**src/rtl/mem_stage.sv**
```systemverilog
// Memory stage: single-outstanding data-memory access with byte/half/word lanes,
// bus-timeout abort and registered write-back outputs towards WB.
module mem_stage #(
    parameter int TIMEOUT_CYCLES = 64
) (
    input  logic        CLK,
    input  logic        RESET,
    input  logic [31:0] Instr1_IN,
    input  logic [31:0] Instr1_PC_IN,
    input  logic [31:0] ALU_result1_IN,
    input  logic [4:0]  WriteRegister1_IN,
    input  logic        RegWrite1_IN,
    input  logic [31:0] MemWriteData1_IN,
    input  logic        MemRead1_IN,
    input  logic        MemWrite1_IN,
    input  logic [1:0]  MemSize1_IN,
    input  logic        MemSigned1_IN,
    output logic        STALL,
    output logic        dmem_req,
    output logic        dmem_we,
    output logic [31:0] dmem_addr,
    output logic [31:0] dmem_wdata,
    output logic [3:0]  dmem_be,
    input  logic [31:0] dmem_rdata,
    input  logic        dmem_ack,
    output logic [31:0] Instr1_OUT,
    output logic [31:0] Instr1_PC_OUT,
    output logic [31:0] WriteData1_OUT,
    output logic [4:0]  WriteRegister1_OUT,
    output logic        RegWrite1_OUT,
    output logic [1:0]  MemErr_OUT,
    output logic        o_state_dbg
);
    typedef enum logic {S_IDLE = 1'b0, S_WAIT = 1'b1} state_t;

    localparam logic [7:0] TO_LAST = 8'(TIMEOUT_CYCLES - 1);

    state_t      r_state, w_next_state;
    logic [7:0]  r_cnt;
    logic [1:0]  r_lane, r_size;
    logic        r_sign, r_we;
    logic [31:0] r_addr, r_wdata;
    logic [3:0]  r_be;

    logic        w_memop, w_illegal, w_misal, w_start, w_timeout, w_ack;
    logic [3:0]  w_be;
    logic [31:0] w_wdata, w_load;
    logic [7:0]  w_rbyte;
    logic [15:0] w_rhalf;

    assign w_memop   = MemRead1_IN | MemWrite1_IN;
    assign w_illegal = MemRead1_IN & MemWrite1_IN;
    assign w_misal   = w_memop & ~w_illegal &
                       (((MemSize1_IN == 2'b01) & ALU_result1_IN[0]) |
                        (MemSize1_IN[1] & (ALU_result1_IN[1:0] != 2'b00)));
    assign w_start   = (r_state == S_IDLE) & w_memop & ~w_illegal & ~w_misal;
    assign w_timeout = (r_state == S_WAIT) & (r_cnt == TO_LAST);
    assign w_ack     = (r_state == S_WAIT) & dmem_ack;

    // STALL is forced low during reset even if upstream still presents a memory op.
    assign STALL = RESET & (w_start | ((r_state == S_WAIT) & ~dmem_ack & ~w_timeout));

    assign dmem_req    = (r_state == S_WAIT);
    assign dmem_we     = (r_state == S_WAIT) & r_we;
    assign dmem_addr   = r_addr;
    assign dmem_wdata  = r_wdata;
    assign dmem_be     = r_be;
    assign o_state_dbg = r_state;

    always_comb begin
        w_be    = 4'b1111;
        w_wdata = MemWriteData1_IN;
        if (MemWrite1_IN) begin
            case (MemSize1_IN)
                2'b00: begin
                    w_be    = 4'b0001 << ALU_result1_IN[1:0];
                    w_wdata = {4{MemWriteData1_IN[7:0]}};
                end
                2'b01: begin
                    w_be    = ALU_result1_IN[1] ? 4'b1100 : 4'b0011;
                    w_wdata = {2{MemWriteData1_IN[15:0]}};
                end
                default: begin
                    w_be    = 4'b1111;
                    w_wdata = MemWriteData1_IN;
                end
            endcase
        end
    end

    assign w_rbyte = dmem_rdata[{r_lane, 3'b000} +: 8];
    assign w_rhalf = dmem_rdata[{r_lane[1], 4'b0000} +: 16];

    always_comb begin
        w_load = dmem_rdata;
        case (r_size)
            2'b00:   w_load = {{24{r_sign & w_rbyte[7]}}, w_rbyte};
            2'b01:   w_load = {{16{r_sign & w_rhalf[15]}}, w_rhalf};
            default: w_load = dmem_rdata;
        endcase
    end

    always_comb begin
        w_next_state = r_state;
        case (r_state)
            S_IDLE:  if (w_start) w_next_state = S_WAIT;
            S_WAIT:  if (w_ack || w_timeout) w_next_state = S_IDLE;
            default: w_next_state = S_IDLE;
        endcase
    end

    always_ff @(posedge CLK or negedge RESET) begin
        if (!RESET) begin
            r_state            <= S_IDLE;
            r_cnt              <= 8'd0;
            r_lane             <= 2'b00;
            r_size             <= 2'b00;
            r_sign             <= 1'b0;
            r_we               <= 1'b0;
            r_addr             <= 32'd0;
            r_wdata            <= 32'd0;
            r_be               <= 4'd0;
            Instr1_OUT         <= 32'd0;
            Instr1_PC_OUT      <= 32'd0;
            WriteData1_OUT     <= 32'd0;
            WriteRegister1_OUT <= 5'd0;
            RegWrite1_OUT      <= 1'b0;
            MemErr_OUT         <= 2'b00;
        end else begin
            r_state            <= w_next_state;
            MemErr_OUT         <= 2'b00;
            Instr1_OUT         <= 32'd0;
            Instr1_PC_OUT      <= 32'd0;
            WriteData1_OUT     <= 32'd0;
            WriteRegister1_OUT <= 5'd0;
            RegWrite1_OUT      <= 1'b0;
            if (w_start) begin
                r_addr  <= {ALU_result1_IN[31:2], 2'b00};
                r_lane  <= ALU_result1_IN[1:0];
                r_size  <= MemSize1_IN;
                r_sign  <= MemSigned1_IN;
                r_we    <= MemWrite1_IN;
                r_wdata <= w_wdata;
                r_be    <= w_be;
                r_cnt   <= 8'd0;
            end else if (r_state == S_IDLE || w_ack || w_timeout) begin
                // Retirement: upstream still holds the instruction's inputs here.
                Instr1_OUT         <= Instr1_IN;
                Instr1_PC_OUT      <= Instr1_PC_IN;
                WriteRegister1_OUT <= WriteRegister1_IN;
                WriteData1_OUT     <= (w_ack && !r_we) ? w_load : ALU_result1_IN;
                if (r_state == S_IDLE) begin
                    RegWrite1_OUT <= RegWrite1_IN & ~w_illegal & ~w_misal;
                    if (w_illegal)    MemErr_OUT <= 2'b11;
                    else if (w_misal) MemErr_OUT <= 2'b01;
                end else if (w_ack) begin
                    RegWrite1_OUT <= RegWrite1_IN;
                end else begin
                    MemErr_OUT <= 2'b10;
                end
            end else begin
                r_cnt <= r_cnt + 8'd1;
            end
        end
    end
endmodule

```
**config.mk**
```make
export PLATFORM = sky130hd
export DESIGN_NAME = mem_stage
export DESIGN_NICKNAME = d
export VERILOG_FILES = /design/src/rtl/mem_stage.sv
export SDC_FILE = /design/constraint.sdc
export NUM_CORES = 1
export LEC_CHECK = 0
export CORE_AREA = 2 2 134 136
export DETAILED_ROUTE_END_ITERATION = 10
export DIE_AREA = 0 0 136 138
export GPL_TIMING_DRIVEN = 0
export PLACE_DENSITY = 0.92
export SYNTH_ARGS = -nofsm -noshare
export SYNTH_HDL_FRONTEND = slang
export SYNTH_SLANG_ARGS = --single-unit
```
**constraint.sdc**
```tcl
create_clock -name CLK -period 6.45 [get_ports CLK]
set_input_delay 1.935 -clock CLK [delete_from_list [all_inputs] [get_ports CLK]]
set_output_delay 1.935 -clock CLK [all_outputs]
set_load 0.02 [all_outputs]
```
### After elaboration in Yosys (flattened, before gate mapping)

Cells that the tools add are included.

* $mul: 0
* $lt $le $gt $ge: 0
* add/subtract/negate cells: 1
* mux-type cells: 30
* reductions and logical operators: 8
* bitwise gates (word level): 26
* shifts and indexed selects: 3
* divide/modulo/power cells: 0
* equality and inequality tests: 4

Operators by type and width (number)
* $mux 32: 8
* $pmux 32 s2: 2
* $shiftx 32x6->16: 1
* $shiftx 32x6->8: 1
* $and 1x1->1: 18
* $mux 8: 2
* $mux 2: 5
* $mux 5: 2
* $add 8x1->8 const B: 1
* $eq 8x6->1 const B: 1
* $mux 4: 2
* $pmux 4 s2: 1
* $mux 1: 7
* $not 1->1: 5
* $eq 2x1->1 const B: 2
* $logic_not 2->1: 2
* $shl 1x2->4 const A: 1
* $logic_or 1x1->1: 3
* $or 1x1->1: 3
* $ne 2x2->1 const B: 1
* $pmux 1 s2: 1
* $reduce_bool 2->1: 1
* $logic_and 1x1->1: 1
* $logic_not 1->1: 1

* word-level logic and storage cells: 87
* latch bits: 0
* bits in read-only memories: 0
* flip-flop bits (word level): 185
* memory bits (writable): 0
* bits of input ports: 174
* output and inout bits: 176
* memories kept: 0

### Logic depth before layout (Yosys ltp)

Gate-level depths: netlist of run 1.

* depth after elaboration: 9
* depth in mapped cells: 9
* depth with buffers taken out: 6

### Worst setup path after synthesis of run 1

Ideal clock, no wire load.

* path kind: input -> output
* start: in MemWrite1_IN
* end: out STALL
* stages on the path: 7
* path slack: 1.214 ns
* data arrival time: 3.301 ns
* path through: inv_1 -> ha_1 -> or3_1 -> or3_1 -> buf_2 -> nand2_2 -> and2_1

* cells in the longest elaborated chain, start to end: 8

Ends and longest elaborated chain
* from (decl): line 15 `input logic MemWrite1_IN,`
* $and 1x1->1: line 52 `assign w_illegal = MemRead1_IN & MemWrite1_IN;`
* $not 1->1: line 53, 56
* $and 1x1->1 (2 in series): line 53 `assign w_misal = w_memop & ~w_illegal &`
* $not 1->1: line 56 `assign w_start = (r_state == S_IDLE) & w_memop & ~w_illegal & ~w_misal;`
* $and 1x1->1 (*): line 56
* $or 1x1->1 (*): line 61 `assign STALL = RESET & (w_start | ((r_state == S_WAIT) & ~dmem_ack & ~w_timeout));`
* $and 1x1->1 (*): line 61
* to (decl): line 18 `output logic STALL,`

Every way passes the cells marked *; elsewhere a longest branch is shown, timed or not.

### Worst setup path in the final report of run 1

Ends and elaborated chain as after synthesis.

==> results.sh, run 1 <==
export IMPL_final_util_pct=68.8
export IMPL_drv_cap=0
export IMPL_synthSimpleGateAreaFrac_pct=22.6
export IMPL_hp_class="register to register"
export IMPL_num_vias=7197
export IMPL_io_buffers=346
export IMPL_die_y_um=138
export IMPL_dominantRegCellSynth="dfrtp_1"
export IMPL_met3_usage_pct=9.35
export IMPL_final_max_slew_viol_count=0
export IMPL_area_delta_synth_final_pct=57.5
export IMPL_synth_ff_latch_count=185
export IMPL_busiest_layer="met2"
export IMPL_synth_top_family_by_area="simple AND/OR/NAND/NOR gates"
export IMPL_max_freq_mhz=162
export IMPL_synth_cell_types=49
export IMPL_start_util_pct=43.7
export IMPL_synth_compound_area_share_pct=8.34
export IMPL_final_common_cell="clkdlybuf4s50_1"
export IMPL_outcome="complete, no violations"
export IMPL_synth_adder_area_share_pct=0.490
export IMPL_ir_drop_mv=0.215
export IMPL_fin_crit_sh_pct=96.0
export IMPL_cp_max_fo=8
export IMPL_p_per_area_nw_per_um2=356
export IMPL_cts_buffers_inserted=17
export IMPL_grt_overflow_total=0
export IMPL_routed_via_density=5.27
export IMPL_cts_tree="yes"
export IMPL_worstSetupPathType="input pin to output port"
export IMPL_slew_headroom_pct=50.1
export IMPL_insertion_delay_ns=0.43
export IMPL_grt_pass1_vias=7362
export IMPL_grtUsageTotal_pct=28.4
export IMPL_crit_path_end_kind="output port"
export IMPL_hold_ws_ns=0.481
export IMPL_finalHoldViolations=0
export IMPL_hold_buffers=0
export IMPL_grt_pass1_wl_um=40700
export IMPL_fill_cells=1280
export IMPL_route_detailed_drc=0
export IMPL_wl_um=26800
export IMPL_post_route_min_period_ns=6.19
export IMPL_worstPathArrival_ns=4.25
export IMPL_start_kind="input pin"
export IMPL_leakagePower_nw=5.49
export IMPL_io_pins=350
export IMPL_coreArea_um2=17500
export IMPL_antenna_found_initial=1
export IMPL_cts_resized_gates=1
export IMPL_synth_edf_count=0
export IMPL_dieArea_um2=18800
export IMPL_cts_setup_buffers=0
export IMPL_clockBufferDepth=2
export IMPL_rsz0062_at_grt="false"
export IMPL_cts_root_buf="clkbuf_16"
export IMPL_grtUsageMet2_pct=46.5
export IMPL_grt_max_degree=105
export IMPL_htree_levels=4
export IMPL_final_cell_mix="clkdlybuf4s50_1, dfrtp_1, nand2_1"
export IMPL_nNetsFinal=1299
export IMPL_global_route_usage_met1_pct=32.9
export IMPL_clkTransAtPathRegs_ns=0.07
export IMPL_setup_viol=0
export IMPL_required_ns=4.51
export IMPL_route_antenna_remaining_nets=0
export IMPL_wl_per_cell_um=19.6
export IMPL_synth_area_um2=7660
export IMPL_synthCells=755
export IMPL_drtIter0Drc=598
export IMPL_ys_warn_count=0
export IMPL_cts_sinks=185
export IMPL_worst_pin_slew_ns=0.744
export IMPL_place_congestion=0.862
export IMPL_die_x_um=136
export IMPL_drive_above_1_share_pct=5.90
export IMPL_finClkSkew_ns=0.0157
export IMPL_muxShareOfSynthArea_pct=3.41
export IMPL_first_pass_iters=5
export IMPL_place_detailed_hpwl_um=20500
export IMPL_synth_area_per_cell_um2=10.2
export IMPL_rows=49
export IMPL_synthArstFlopShare_pct=100
export IMPL_yosysSeqAreaShare_pct=60.4
export IMPL_synth_xor_area_share_pct=0.457
## final timing paths
kind | start | endpoint | slack, ns | cells after the start
max | MemWrite1_IN | STALL | 0.26 | 9
min | dmem_addr[7] | dmem_addr[7] | 0.48 | 2
max reg2reg | dmem_req | dmem_addr[29] | 4.08 | 5
min reg2reg | dmem_addr[7] | dmem_addr[7] | 0.48 | 2
max in group asynchronous | RESET | dmem_addr[26] | 4.06 | 2
min in group asynchronous | RESET | dmem_addr[14] | 1.49 | 1
## per-layer routing
layer	vias to the layer above	share of wire [%]
li1	3282	-
met1	3436	36
met2	397	49
met3	82	10
met4	0	4.7
met5	-	0
## stage by stage
stage / area [um^2] / cells / setup WS (ns) / setup TNS [ns] / power (mW)
finish: 12100 / 1365 / 0.261 / 0 / 4.29
global route: 12100 / 1365 / 0.167 / 0 / 4.49
CTS: 12100 / 1364 / 0.243 / 0 / 4.30
detailed placement: 11500 / 1332 / -0.0267 / -0.0267 / 3.20
global placement: 11400 / 1331 / -5.10 / -735.61 / 3.15
floorplan: 7670 / 756 / 1.21 / 0 / 2.35
## critical path: stages
cell             delay, ns
clkdlybuf4s50_1       0.51
inv_1                 0.08
ha_1                  0.19
or3_1                 0.38
or3_1                 0.31
buf_2                 0.17
nand2_2               0.16
and2_1                0.14
dlygate4sd2_1         0.37
## final cells by class
class | count | area, um^2 | share of cell area, %
Antenna cell | 1 | 2.50 | 0.0207
Multi-Input combinational cell | 506 | 2710 | 22.5
Clock inverter | 12 | 163 | 1.35
Sequential cell | 185 | 4630 | 38.3
Timing Repair Buffer | 347 | 3490 | 28.9
Buffer | 59 | 307 | 2.54
Inverter | 6 | 22.5 | 0.187
Tap cell | 229 | 287 | 2.37
Clock buffer | 20 | 457 | 3.78
## cell usage after synthesis (all sizes together) (2+ instances only)
library cell / instances / area, um^2
mux2i: 25 / 250
o31ai: 3 / 22.5
clkbuf: 33 / 124
a31oi: 26 / 163
nor3: 4 / 25.0
and2: 2 / 12.5
dfrtp: 185 / 4630
a21oi: 28 / 140
or3: 3 / 18.8
nand3: 19 / 95.1
a211oi: 10 / 75.1
ha: 3 / 37.5
nand3b: 10 / 75.1
buf: 26 / 183
nand2b: 3 / 18.8
o221ai: 8 / 76.3
and3: 71 / 444
nor2: 52 / 195
nand2: 184 / 693
xnor2: 4 / 35.0
nor2b: 11 / 68.8
inv: 6 / 22.5
o21ai: 20 / 100
## power by group
| part | total, mW | switching, mW | internal (mW) | leakage (nW) |
|---|---|---|---|---|
| Clock | 1.10 | 0.462 | 0.636 | 0.298 |
| Sequential | 1.57 | 0.142 | 1.43 | 2.31 |
| Combinational | 1.62 | 0.882 | 0.742 | 2.89 |
| Total | 4.29 | 1.49 | 2.81 | 5.49 |
## flip-flops by register name, indices dropped and copies added (netlist names)
register,cells
r_lane,2
Instr1_OUT,32
r_size,2
RegWrite1_OUT,1
dmem_req,1
MemErr_OUT,2
WriteRegister1_OUT,5
r_we,1
dmem_addr,30
WriteData1_OUT,32
dmem_wdata,32
Instr1_PC_OUT,32
dmem_be,4
r_sign,1
r_cnt,8
## kinds of logic after synthesis
logic type | after synthesis
and+or+nand+nor | 368
AOI/OAI and AO/OA | 103
DFF | 185
buffers and inverters | 65
other | 1
xor gates and xnor gates | 4
muxes | 26
adders and majority gates | 3
(Power assumes the default switching activity.)
==> inputs of run 2 (changes only) <==
--- a/config.mk
+++ b/config.mk
@@ -10,2 +10,3 @@
 export DIE_AREA = 0 0 136 138
+export GPL_ROUTABILITY_DRIVEN = 0
 export GPL_TIMING_DRIVEN = 0
--- a/constraint.sdc
+++ b/constraint.sdc
@@ -3,2 +3,2 @@
 set_output_delay 1.935 -clock CLK [all_outputs]
-set_load 0.02 [all_outputs]
+set_load 0.005 [all_outputs]
==> results.sh, run 2 (synthesis results as in run 1) <==
export IMPL_outcome="complete, no violations"
export IMPL_htree_levels=4
export IMPL_clockPowerShare_pct=27.5
export IMPL_routed_via_density=5.27
export IMPL_die_y_um=138
export IMPL_grt_pass1_vias=7362
export IMPL_rows=49
export IMPL_clockBufferDepth=2
export IMPL_first_pass_iters=5
export IMPL_start_util_pct=43.7
export IMPL_layout_cells_non_filler=1365
export IMPL_coreArea_um2=17500
export IMPL_fin_crit_sh_pct=97.8
export IMPL_final_cell_mix="clkdlybuf4s50_1, dfrtp_1, nand2_1"
export IMPL_setup_viol=0
export IMPL_finalHoldViolations=0
export IMPL_final_max_slew_viol_count=0
export IMPL_io_pins=350
export IMPL_hp_class="register to register"
export IMPL_placed_area_um2=11500
export IMPL_clkTransAtPathRegs_ns=0.07
export IMPL_cp_max_fo=8
export IMPL_required_ns=4.51
export IMPL_wl_per_cell_um=19.6
export IMPL_p_per_area_nw_per_um2=330
export IMPL_cts_tree="yes"
export IMPL_power_switching_fraction_pct=29.7
export IMPL_post_route_min_period_ns=6.31
export IMPL_cts_root_buf="clkbuf_16"
export IMPL_wl_met3_um=2760
export IMPL_hold_ws_ns=0.481
export IMPL_grt_overflow_total=0
export IMPL_io_buffers=346
export IMPL_rsz0062_at_grt="false"
export IMPL_dieArea_um2=18800
export IMPL_cts_setup_buffers=0
export IMPL_area_delta_synth_final_pct=57.6
export IMPL_maxUsedRoutingLayer="met4"
export IMPL_drtIter0Drc=598
export IMPL_crit_path_end_kind="output port"
export IMPL_nNetsFinal=1299
export IMPL_ir_drop_mv=0.192
export IMPL_intPower_mw=2.80
export IMPL_switching_power_mw=1.19
export IMPL_final_util_pct=68.9
export IMPL_grt_max_degree=105
export IMPL_regArea_um2=4630
export IMPL_dr_wl_met2_um=13200
export IMPL_grtUsageTotal_pct=28.4
export IMPL_wl_um=26800
export IMPL_numPlacedInstances=1332
export IMPL_multi_input_area_um2=2720
export IMPL_finClkSkew_ns=0.0184
export IMPL_routedLengthMet1_um=9560
export IMPL_antenna_found_initial=1
export IMPL_worstSetupPathType="input pin to output port"
export IMPL_place_detailed_hpwl_um=20500
export IMPL_drv_cap=0
export IMPL_insertion_delay_ns=0.43
export IMPL_final_common_cell="clkdlybuf4s50_1"
export IMPL_cts_buffers_inserted=17
export IMPL_grt_pass1_wl_um=40700
export IMPL_route_detailed_drc=0
export IMPL_slew_headroom_pct=50.1
export IMPL_worstPathArrival_ns=4.37
export IMPL_pwr_share_seq_pct=39.3
export IMPL_hold_buffers=0
export IMPL_comb_power_share_pct=33.1
export IMPL_max_freq_mhz=159
export IMPL_fin_area_um2=12100
export IMPL_drive_above_1_share_pct=5.90
export IMPL_num_vias=7198
export IMPL_cts_sinks=185
export IMPL_route_antenna_remaining_nets=0
export IMPL_leakagePower_nw=5.49
export IMPL_worst_pin_slew_ns=0.745
export IMPL_die_x_um=136
export IMPL_fill_cells=1278
export IMPL_start_kind="input pin"
export IMPL_cts_resized_gates=0
[run 2: changes by cell type in the layout (fill, tap and decap cells not counted), sizes merged]
cell,change
dlygate4sd2,-1
clkdlybuf4s50,+1
[run 2: area by class of cell]
class	instances	share of cell area (%)
flip-flops and latches	185	38.3
repair buffers	347	28.9
multi-input cells	506	22.5
clock buffers	20	3.78
plain buffers	59	2.54
well taps	229	2.37
clock inverters	12	1.35
inverters	6	0.186
diodes	1	0.0207
[run 2: critical path: stages]
cell,delay [ns]
clkdlybuf4s50_1,0.51
inv_1,0.08
ha_1,0.19
or3_1,0.38
or3_1,0.31
buf_2,0.17
nand2_4,0.11
and2_1,0.13
clkdlybuf4s50_1,0.54
[run 2: per-layer routing]
metal	global-route usage, %	vias up
li1	-	3280
met1	32.9	3435
met2	46.5	403
met3	9.35	80
met4	15.2	0
met5	0	-
[run 2: worst paths after layout]
kind	start	end	slack, ns	cells past startpoint
max	MemWrite1_IN	STALL	0.14	9
min	dmem_addr[7]	dmem_addr[7]	0.48	2
min reg2reg	dmem_addr[7]	dmem_addr[7]	0.48	2
min in group asynchronous	RESET	dmem_addr[14]	1.49	1
max reg2reg	dmem_req	dmem_addr[29]	4.09	5
max in group asynchronous	RESET	dmem_addr[26]	4.06	2
[run 2: through the flow]
| step | setup WS (ns) | total power [mW] | setup TNS, ns |
|---|---|---|---|
| floorplan | 1.31 | 2.05 | 0 |
| global placement | -5.00 | 2.84 | -735.51 |
| detailed placement | 0.0743 | 2.90 | 0 |
| CTS | 0.0706 | 4.00 | 0 |
| global route | 0.0523 | 4.19 | 0 |
| finish | 0.141 | 3.99 | 0 |
[run 2: power by group through the flow]
stage                     clock network, mW  logic [mW]  registers, mW
after floorplan                           0       0.456           1.59
after global placement                    0        1.27           1.57
after detailed placement                  0        1.32           1.59
after CTS                              1.11        1.32           1.57
after global routing                   1.16        1.43           1.59
final                                  1.10        1.32           1.57
==> inputs of run 3 (changes only) <==
- REMOVE_ABC_BUFFERS: not set -> 1
==> results.sh, run 3 (synthesis results as in run 1) <==
export IMPL_outcome="complete, no violations"
export IMPL_drtIter0Drc=636
export IMPL_maxUsedRoutingLayer="met5"
export IMPL_drv_cap=0
export IMPL_routed_via_density=5.43
export IMPL_wl_um=25800
export IMPL_crit_path_end_kind="output port"
export IMPL_fill_cells=1320
export IMPL_required_ns=4.51
export IMPL_dieArea_um2=18800
export IMPL_final_common_cell="clkdlybuf4s50_1"
export IMPL_cp_max_fo=13
export IMPL_final_util_pct=68.5
export IMPL_finalHoldViolations=0
export IMPL_area_delta_synth_final_pct=56.7
export IMPL_rows=49
export IMPL_ir_drop_mv=0.182
export IMPL_grtUsageTotal_pct=27.6
export IMPL_io_buffers=347
export IMPL_hp_class="register to register"
export IMPL_hold_buffers=0
export IMPL_p_total_mw=3.95
export IMPL_nNetsFinal=1257
export IMPL_worstPathArrival_ns=4.44
export IMPL_clockBufferDepth=2
export IMPL_dr_wl_met2_um=12600
export IMPL_grt_pass1_wl_um=39800
export IMPL_crit_start="MemRead1_IN"
export IMPL_grt_max_degree=109
export IMPL_route_antenna_remaining_nets=0
export IMPL_rr_startpoint="r_size[1]"
export IMPL_rrSetupSlack_ns=3.81
export IMPL_die_y_um=138
export IMPL_final_cell_mix="clkdlybuf4s50_1, dfrtp_1, nand2_1"
export IMPL_start_kind="input pin"
export IMPL_layout_cells_non_filler=1323
export IMPL_clkTransAtPathRegs_ns=0.07
export IMPL_grt_overflow_total=0
export IMPL_p_per_area_nw_per_um2=329
export IMPL_first_pass_iters=5
export IMPL_io_pins=350
export IMPL_leakagePower_nw=5.44
export IMPL_worstSetupPathType="input pin to output port"
export IMPL_numPlacedInstances=1279
export IMPL_setup_viol=0
export IMPL_antenna_found_initial=2
export IMPL_route_detailed_drc=0
export IMPL_whs_path_depth=2
export IMPL_num_vias=7180
export IMPL_insertion_delay_ns=0.43
export IMPL_final_max_slew_viol_count=0
export IMPL_routedLengthMet1_um=9710
export IMPL_wl_met3_um=2540
export IMPL_placed_area_um2=11300
export IMPL_cts_tree="yes"
export IMPL_wl_per_cell_um=19.5
export IMPL_hold_ws_ns=0.477
export IMPL_coreArea_um2=17500
export IMPL_slew_headroom_pct=22.3
export IMPL_cts_root_buf="clkbuf_16"
export IMPL_max_freq_mhz=157
export IMPL_min_from="dmem_addr[11]"
export IMPL_place_detailed_hpwl_um=17400
export IMPL_finClkSkew_ns=0.0106
export IMPL_fin_crit_sh_pct=98.8
export IMPL_post_route_min_period_ns=6.37
export IMPL_worst_pin_slew_ns=1.16
export IMPL_ff2ff_path_depth=4
export IMPL_cts_buffers_inserted=17
export IMPL_die_x_um=136
export IMPL_fin_area_um2=12000
export IMPL_start_util_pct=43.7
export IMPL_grt_pass1_vias=7307
export IMPL_htree_levels=4
export IMPL_drive_above_1_share_pct=5.76
export IMPL_cts_sinks=185
==> run 3: metal layers <==
metal,up-vias,global-route usage (%)
li1,3203,-
met1,3453,33.5
met2,443,44.6
met3,79,8.98
met4,2,12.6
met5,-,0
==> run 3: final timing paths <==
kind | end
worst min-delay path | dmem_addr[11]
worst max register to register | WriteData1_OUT[16]
max in group asynchronous | Instr1_OUT[5]
worst min register to register | dmem_addr[11]
min in group asynchronous | dmem_addr[11]
worst max-delay path | STALL
==> run 3: where the power goes <==
part	internal [mW]	total [mW]	leakage, nW	switching, mW
logic	0.743	1.29	2.85	0.547
registers	1.43	1.61	2.31	0.182
clock network	0.577	1.05	0.290	0.477
==> run 3: layout make-up <==
type	count	area (um^2)	area share, %
antenna	1	2.50	0.0208
clock buffer	20	467	3.89
clock inverter	12	136	1.14
inverter	6	22.5	0.188
multi-input combinational	509	2770	23.1
sequential	185	4630	38.6
tap	229	287	2.39
timing repair buffer	361	3690	30.8
==> run 3: metrics by stage <==
| step | setup TNS [ns] | setup slack [ns] |
|---|---|---|
| final | 0 | 0.0792 |
| after floorplan | -1.17 | -1.17 |
| after global placement | -916.56 | -5.11 |
| after CTS | 0 | 0.0402 |
| after global routing | -0.00638 | -0.00638 |
| after detailed placement | -0.908 | -0.908 |
==> run 3: critical path: stages <==
cell,delay [ns]
clkdlybuf4s50_1,0.52
inv_1,0.07
ha_1,0.21
or3_4,0.43
or3_4,0.47
nand2_8,0.15
and2_1,0.15
clkdlybuf4s50_1,0.49
==> run 3: what timing repair did <==
action | 4_1_cts | 5_1_grt
pin swaps | 2 | 1
setup endpoints to repair | 1 | 1
buffers inserted | 1 | 7
endpoints found under the hold margin | 0 | 0
cloned | 3 | 0
resized for setup | 4 | 0
